`src/rtl/ntp_pkg.sv`:
```
// Shared constants, byte offsets and FSM state type for the NTP packet builder.
package ntp_pkg;

   localparam logic [2:0] NTP_VN      = 3'd4;
   localparam logic [2:0] MODE_CLIENT = 3'd3;
   localparam logic [2:0] MODE_SERVER = 3'd4;

   localparam int OFS_ROOT_DLY = 4;
   localparam int OFS_ROOT_DSP = 8;
   localparam int OFS_REFID    = 12;
   localparam int OFS_REF_TS   = 16;
   localparam int OFS_ORIG_TS  = 24;
   localparam int OFS_RX_TS    = 32;
   localparam int OFS_TX_TS    = 40;
   localparam int NTP_HDR_LEN  = 48;

   typedef enum logic [1:0] {IDLE, SEND, DONE} state_t;

   // Byte k (0 = most significant) of an nbytes-wide field held right-aligned in f.
   function automatic logic [7:0] pick_byte(input logic [63:0] f, input int nbytes, input int k);
      return 8'(f >> (8 * (nbytes - 1 - k)));
   endfunction

endpackage

```
`src/rtl/ntp_byte_sel.sv`:
```
// Combinational byte mux: returns packet byte i_idx from the snapshot fields,
// zeroing the ref/orig/rx timestamps for client requests and padding past the header.
module ntp_byte_sel
   import ntp_pkg::*;
#(
   parameter int          ADDR_W    = 11,
   parameter logic [7:0]  STRATUM   = 8'h02,
   parameter logic [7:0]  POLL      = 8'h04,
   parameter logic [7:0]  PRECISION = 8'hEC,
   parameter logic [31:0] REF_ID    = 32'h0000_0000
) (
   input  logic [1:0]        i_leap,
   input  logic [2:0]        i_mode,
   input  logic [31:0]       i_root_delay,
   input  logic [31:0]       i_root_disper,
   input  logic [63:0]       i_ref_ts,
   input  logic [63:0]       i_orig_ts,
   input  logic [63:0]       i_rx_ts,
   input  logic [63:0]       i_tx_ts,
   input  logic [ADDR_W-1:0] i_idx,
   output logic [7:0]        o_byte
);

   int   w_idx;
   logic w_client;

   assign w_idx    = int'(i_idx);
   assign w_client = (i_mode == MODE_CLIENT);

   // Walk the header layout field by field; anything beyond the header is padding.
   always_comb begin
      o_byte = 8'h00;
      if (w_idx == 0)
         o_byte = {i_leap, NTP_VN, i_mode};
      else if (w_idx == 1)
         o_byte = STRATUM;
      else if (w_idx == 2)
         o_byte = POLL;
      else if (w_idx == 3)
         o_byte = PRECISION;
      else if (w_idx < OFS_ROOT_DSP)
         o_byte = pick_byte({32'h0, i_root_delay}, 4, w_idx - OFS_ROOT_DLY);
      else if (w_idx < OFS_REFID)
         o_byte = pick_byte({32'h0, i_root_disper}, 4, w_idx - OFS_ROOT_DSP);
      else if (w_idx < OFS_REF_TS)
         o_byte = pick_byte({32'h0, REF_ID}, 4, w_idx - OFS_REFID);
      else if (w_idx < OFS_ORIG_TS)
         o_byte = w_client ? 8'h00 : pick_byte(i_ref_ts, 8, w_idx - OFS_REF_TS);
      else if (w_idx < OFS_RX_TS)
         o_byte = w_client ? 8'h00 : pick_byte(i_orig_ts, 8, w_idx - OFS_ORIG_TS);
      else if (w_idx < OFS_TX_TS)
         o_byte = w_client ? 8'h00 : pick_byte(i_rx_ts, 8, w_idx - OFS_RX_TS);
      else if (w_idx < NTP_HDR_LEN)
         o_byte = pick_byte(i_tx_ts, 8, w_idx - OFS_TX_TS);
   end

endmodule

```
`src/rtl/ntp_pkt_builder.sv`:
```
// NTP packet builder: snapshots the timestamp/root fields on a trigger and
// streams the packet byte by byte into the UDP TX buffer with backpressure.
module ntp_pkt_builder
   import ntp_pkg::*;
#(
   parameter int          ADDR_W    = 11,
   parameter int          PKT_LEN   = 48,
   parameter logic [7:0]  STRATUM   = 8'h02,
   parameter logic [7:0]  POLL      = 8'h04,
   parameter logic [7:0]  PRECISION = 8'hEC,
   parameter logic [31:0] REF_ID    = 32'h0000_0000
) (
   input  logic              i_clk,
   input  logic              i_rst_n,
   input  logic              i_trig,
   input  logic [2:0]        i_mode,
   input  logic [1:0]        i_leap,
   input  logic [31:0]       i_root_delay,
   input  logic [31:0]       i_root_disper,
   input  logic [63:0]       i_ref_ts,
   input  logic [63:0]       i_orig_ts,
   input  logic [63:0]       i_rx_ts,
   input  logic [63:0]       i_tx_ts,
   input  logic              i_wr_ready,
   output logic              o_wr_req,
   output logic [ADDR_W-1:0] o_wr_addr,
   output logic [7:0]        o_wr_data,
   output logic [ADDR_W-1:0] o_send_num,
   output logic              o_busy,
   output logic              o_cmd_end,
   output logic [7:0]        o_drop_cnt,
   output logic [63:0]       o_last_tx_ts
);

   generate
      if (PKT_LEN < NTP_HDR_LEN || PKT_LEN > (1 << ADDR_W)) begin : g_bad_len
         $error("ntp_pkt_builder: PKT_LEN must lie in 48..2**ADDR_W");
      end
   endgenerate

   localparam logic [ADDR_W-1:0] LAST_IDX = ADDR_W'(PKT_LEN - 1);
   localparam logic [ADDR_W-1:0] SEND_NUM = ADDR_W'(PKT_LEN);

   state_t            r_state, w_next;
   logic              r_arm;
   logic [ADDR_W-1:0] r_idx;
   logic [7:0]        r_data;
   logic [7:0]        r_drop;
   logic [2:0]        r_mode;
   logic [1:0]        r_leap;
   logic [31:0]       r_root_delay, r_root_disper;
   logic [63:0]       r_ref_ts, r_orig_ts, r_rx_ts, r_last_tx;

   logic              w_trig, w_xfer, w_last;
   logic [ADDR_W-1:0] w_nxt_idx, w_sel_idx;
   logic [1:0]        w_sel_leap;
   logic [2:0]        w_sel_mode;
   logic [7:0]        w_sel_byte;

   // r_arm stays low for the first cycle after reset release so a trigger
   // coincident with release is ignored.
   assign w_trig    = i_trig && r_arm;
   assign w_xfer    = (r_state == SEND) && i_wr_ready;
   assign w_last    = w_xfer && (r_idx == LAST_IDX);
   assign w_nxt_idx = r_idx + ADDR_W'(1);

   // The selector looks one byte ahead so o_wr_data can be registered alongside
   // the index. At capture time the snapshot is not loaded yet, so byte 0 takes
   // leap/mode straight from the inputs (byte 0 depends on nothing else).
   assign w_sel_idx  = (r_state == IDLE) ? '0 : w_nxt_idx;
   assign w_sel_leap = (r_state == IDLE) ? i_leap : r_leap;
   assign w_sel_mode = (r_state == IDLE) ? i_mode : r_mode;

   ntp_byte_sel #(
      .ADDR_W    (ADDR_W),
      .STRATUM   (STRATUM),
      .POLL      (POLL),
      .PRECISION (PRECISION),
      .REF_ID    (REF_ID)
   ) u_byte_sel (
      .i_leap        (w_sel_leap),
      .i_mode        (w_sel_mode),
      .i_root_delay  (r_root_delay),
      .i_root_disper (r_root_disper),
      .i_ref_ts      (r_ref_ts),
      .i_orig_ts     (r_orig_ts),
      .i_rx_ts       (r_rx_ts),
      .i_tx_ts       (r_last_tx),
      .i_idx         (w_sel_idx),
      .o_byte        (w_sel_byte)
   );

   // FSM state register.
   always_ff @(posedge i_clk or negedge i_rst_n) begin
      if (!i_rst_n) r_state <= IDLE;
      else          r_state <= w_next;
   end

   // FSM next-state: IDLE -> SEND on trigger, SEND -> DONE on last byte, DONE lasts one cycle.
   always_comb begin
      w_next = r_state;
      case (r_state)
         IDLE:    if (w_trig) w_next = SEND;
         SEND:    if (w_last) w_next = DONE;
         DONE:    w_next = IDLE;
         default: w_next = IDLE;
      endcase
   end

   // Snapshot capture, byte index and registered write data.
   always_ff @(posedge i_clk or negedge i_rst_n) begin
      if (!i_rst_n) begin
         r_arm         <= 1'b0;
         r_idx         <= '0;
         r_data        <= 8'h00;
         r_mode        <= 3'd0;
         r_leap        <= 2'd0;
         r_root_delay  <= 32'h0;
         r_root_disper <= 32'h0;
         r_ref_ts      <= 64'h0;
         r_orig_ts     <= 64'h0;
         r_rx_ts       <= 64'h0;
         r_last_tx     <= 64'h0;
      end else begin
         r_arm <= 1'b1;
         if (r_state == IDLE && w_trig) begin
            r_mode        <= i_mode;
            r_leap        <= i_leap;
            r_root_delay  <= i_root_delay;
            r_root_disper <= i_root_disper;
            r_ref_ts      <= i_ref_ts;
            r_orig_ts     <= i_orig_ts;
            r_rx_ts       <= i_rx_ts;
            r_last_tx     <= i_tx_ts;
            r_idx         <= '0;
            r_data        <= w_sel_byte;
         end else if (w_xfer) begin
            if (w_last) begin
               r_idx  <= '0;
               r_data <= 8'h00;
            end else begin
               r_idx  <= w_nxt_idx;
               r_data <= w_sel_byte;
            end
         end
      end
   end

   // Count triggers that arrive while a packet is in progress, saturating at 0xFF.
   always_ff @(posedge i_clk or negedge i_rst_n) begin
      if (!i_rst_n)
         r_drop <= 8'h00;
      else if (w_trig && r_state != IDLE && r_drop != 8'hFF)
         r_drop <= r_drop + 8'h01;
   end

   assign o_wr_req     = (r_state == SEND);
   assign o_busy       = (r_state != IDLE);
   assign o_cmd_end    = (r_state == DONE);
   assign o_wr_addr    = r_idx;
   assign o_wr_data    = r_data;
   assign o_send_num   = SEND_NUM;
   assign o_drop_cnt   = r_drop;
   assign o_last_tx_ts = r_last_tx;

endmodule

```
`config.mk`:
```
export PLATFORM = sky130hd
export DESIGN_NAME = ntp_pkt_builder
export DESIGN_NICKNAME = d
export VERILOG_FILES = /design/src/rtl/ntp_pkg.sv /design/src/rtl/ntp_byte_sel.sv /design/src/rtl/ntp_pkt_builder.sv
export SDC_FILE = /design/constraint.sdc
export NUM_CORES = 1
export LEC_CHECK = 0
export BUFFER_PORTS_ARGS = -buffer_cell sky130_fd_sc_hd__buf_2
export CORE_MARGIN = 4
export CORE_UTILIZATION = 36
export CTS_BUF_LIST = sky130_fd_sc_hd__clkbuf_8
export DETAILED_ROUTE_END_ITERATION = 10
export MAX_ROUTING_LAYER = met4
export PLACE_DENSITY = 0.59
export SLEW_MARGIN = 15
export SYNTH_ARGS = -nofsm -noshare
export SYNTH_HDL_FRONTEND = slang
export SYNTH_SLANG_ARGS = --single-unit
```
`constraint.sdc`:
```
create_clock -name i_clk -period 11.8 [get_ports i_clk]
set_input_delay 0.59 -clock i_clk [delete_from_list [all_inputs] [get_ports i_clk]]
set_output_delay 0.59 -clock i_clk [all_outputs]
set_load 0.02 [all_outputs]
```
==> reports/qor.txt <==
status -> finished, final reports clean
Starting Density -> 36.33%
worst-skew pair later-pin latency -> 0.64 ns
Routed WL -> 71.82 mm
Hold WC Path Type -> in2async
largest net degree at the start of global routing -> 219
Global Route Usage Sum -> 25.57%
Tmin final -> 7.055 ns
Residual DRC -> 0
Die Wd -> 238.1 um
Post-synth top flop -> dfrtp_1
synth top area cells -> dfrtp_1, nand2_1, clkbuf_1
Power Density -> 168.4 mW/mm^2
ys async rst share -> 100.0%
post-route insts no fill -> 3479
sequential share of the synthesized area -> 46.63%
unrepaired setup endpoints after global routing -> no
Final Cycle Share -> 59.79%
Post-Place Worst Slack -> 4.971 ns
Post-Layout Inst Area -> 0.02309 sq mm
Max-Cap Viols -> 0
slowest stage delay, CP -> 0.87 ns
Finished Core Util -> 44.03%
H-tree levels -> 3
Final Setup Violations -> 0
Post-synth EDFFs -> 0
Crit Path Category -> reg2reg
Post-CTS Resized -> 0
post-synthesis instance area -> 0.01905 sq mm
multi-input combinational cell area -> 0.009482 sq mm
Synth area leader -> dfrtp_1
initial antenna violation count -> 9
fin. max-slew vios -> 0
CTS Sinks -> 355
Synth cell types -> 89
row cnt -> 84
Fin. Hold Viols -> 0
critical-path cell list -> ha_1, nand3_2, or3_1, a21oi_2, buf_4, inv_1, ha_1, nor2b_1, o21ai_0, o21ai_0, a2111oi_2, inv_1, ha_1, nor2_1, nand4_1, a211oi_1, nand4_1, a211oi_1, o311ai_0, a41oi_1, o21ai_1, o211ai_1
core footprint -> 0.05245 sq mm
Cells after Synth -> 2373
CP Launch Point -> o_wr_addr[0]$_DFFE_PN0P_
CTS Hold Buffers Added -> 0
WL per Instance -> 20.64 um
number of global-route vias before repair -> 18690
list of most frequent post-synthesis cells -> nand2_1, dfrtp_1, clkbuf_1
cell with the most instances on the worst path -> ha_1
TritonCTS buffer count -> 67
worst r2r src -> o_wr_addr[0]$_DFFE_PN0P_
share of cells above drive strength 1 -> 22.39%
fillers -> 5291
DRT iter0 DRCs -> 1522
highest clock rate -> 141.7 MHz
Reg clk slew, reported paths -> 0.06 ns
io pins -> 434
Final WS setup -> 4.745 ns
P&R area growth vs syn -> 21.19%
count leader, synth -> nand2_1
CP arrival -> 7.60 ns
WP buf/inv -> 3
crit end category -> register
setup TNS -> 0 ns
worst slew pin tran -> 1.179 ns
slowest CP cell -> dfrtp_4
Lkg Pwr -> 12.26 nW
Routed Antenna Nets -> 0
GR Overflow Total -> 0
nets -> 3091
worst ir drop on vdd -> 0.07811 mV
placed cell count -> 3350
Critical Path Source Type -> register
routability congestion estimate -> 0.9269
Port Buf Inserts -> 422
Clock Tree Buf Depth -> 3
first-pass GRT wire length -> 110.1 mm
detail-routed via count per cell -> 5.286
Top delay family on crit path -> compound AO/OA/AOI/OAI gates
Reg area -> 0.008887 sq mm
Crit path required time -> 12.35 ns
DR vias -> 18390
hold slack -> 0.03129 ns
Synth top area share -> 46.63%
CP Max Fanout -> 47
DR pass1 iterations -> 5
root buf cell -> clkbuf_8
Synth warnings -> 0
total setup buffers inserted after CTS -> 0
Post-DP HPWL -> 51.05 mm
Yosys reg bits -> 355
Worst slew margin -> 21.43%
die height -> 238.1 um
CTS tree -> yes
die area -> 0.05667 sq mm
Tot Pwr -> 3.889 mW
Avg Inst Size Synth -> 8.029 sq um
Final Skew -> 0.03426 ns
Area after DPL -> 0.02161 sq mm
==> placed cells by master, fill, tap and decap left out, drive strengths merged, types with 23 or more instances in the layout <==
cell    instances
nand2        1159
buf           445
dfrtp         355
clkbuf         87
o21ai          58
a21oi          54
nor2           46
nand3          43
a211oi         36
a31oi          34
inv            34
nor2b          31
ha             31
xnor2          28
o22ai          25
o221ai         23
nand4          23
mux2i          23
==> cells by family (layout without fill, tap and decap cells) <==
logic type | count (synthesis) | count (layout) | synth area share, %
compound gates | 311 | 311 | 11.41
mux | 48 | 48 | 3.179
xor+xnor | 36 | 36 | 1.852
other cells | 2 | 20 | 0.03942
simple gates | 1409 | 1409 | 30.73
buf+inv | 181 | 581 | 4.131
flops | 355 | 355 | 46.63
fa+ha+maj | 31 | 31 | 2.036
==> area by class of cell <==
cell class / count / share of cell area, %
Tap cell: 688 / 3.728
Sequential cell: 355 / 38.49
Clock inverter: 34 / 1.154
Multi-Input combinational cell: 1847 / 41.06
Inverter: 15 / 0.2439
Clock buffer: 87 / 5.186
Antenna cell: 8 / 0.08670
Timing Repair Buffer: 445 / 10.05
==> sequential cells by signal, summed over array words and instances (netlist names), 3 cells and up <==
| register | cells |
|---|---|
| r_root_disper | 32 |
| o_wr_addr | 11 |
| o_last_tx_ts | 64 |
| r_rx_ts | 64 |
| r_ref_ts | 64 |
| o_drop_cnt | 8 |
| r_root_delay | 32 |
| o_wr_data | 8 |
| r_orig_ts | 64 |
| r_mode | 3 |
==> routing by layer <==
| layer | wire length [um] | part of all wire [%] | GRT usage, % | vias up |
|---|---|---|---|---|
| met4 | 1701 | 2.4 | 7.071 | 0 |
| met3 | 4208 | 5.9 | 4.519 | 112 |
| met2 | 34010 | 47 | 40.27 | 639 |
| met5 | 0 | 0 | - | - |
| met1 | 31900 | 44 | 34.33 | 9013 |
| li1 | - | - | - | 8627 |
==> power breakdown <==
group | leakage, nW | internal, mW | switching, mW
combinational | 6.51 | 0.396 | 0.897
clock | 0.815 | 0.752 | 0.553
sequential | 4.93 | 1.24 | 0.0469
==> final timing paths <==
check / endpoint / slack [ns] / cells after the start
setup reg to reg: o_wr_data[5]$_DFFE_PN0P_ / 4.75 / 22
hold reg to reg: r_ref_ts[36]$_DFFE_PN0P_ / 0.47 / 2
min in group i_clk: o_last_tx_ts[28]$_DFFE_PN0P_ / 0.13 / 3
max in group asynchronous: r_root_disper[21]$_DFFE_PN0P_ / 9.44 / 3
hold / removal: r_orig_ts[37]$_DFFE_PN0P_ / 0.03 / 1
setup / recovery: o_wr_data[5]$_DFFE_PN0P_ / 4.75 / 22
Note: power is estimated with default switching activity, not from simulation.
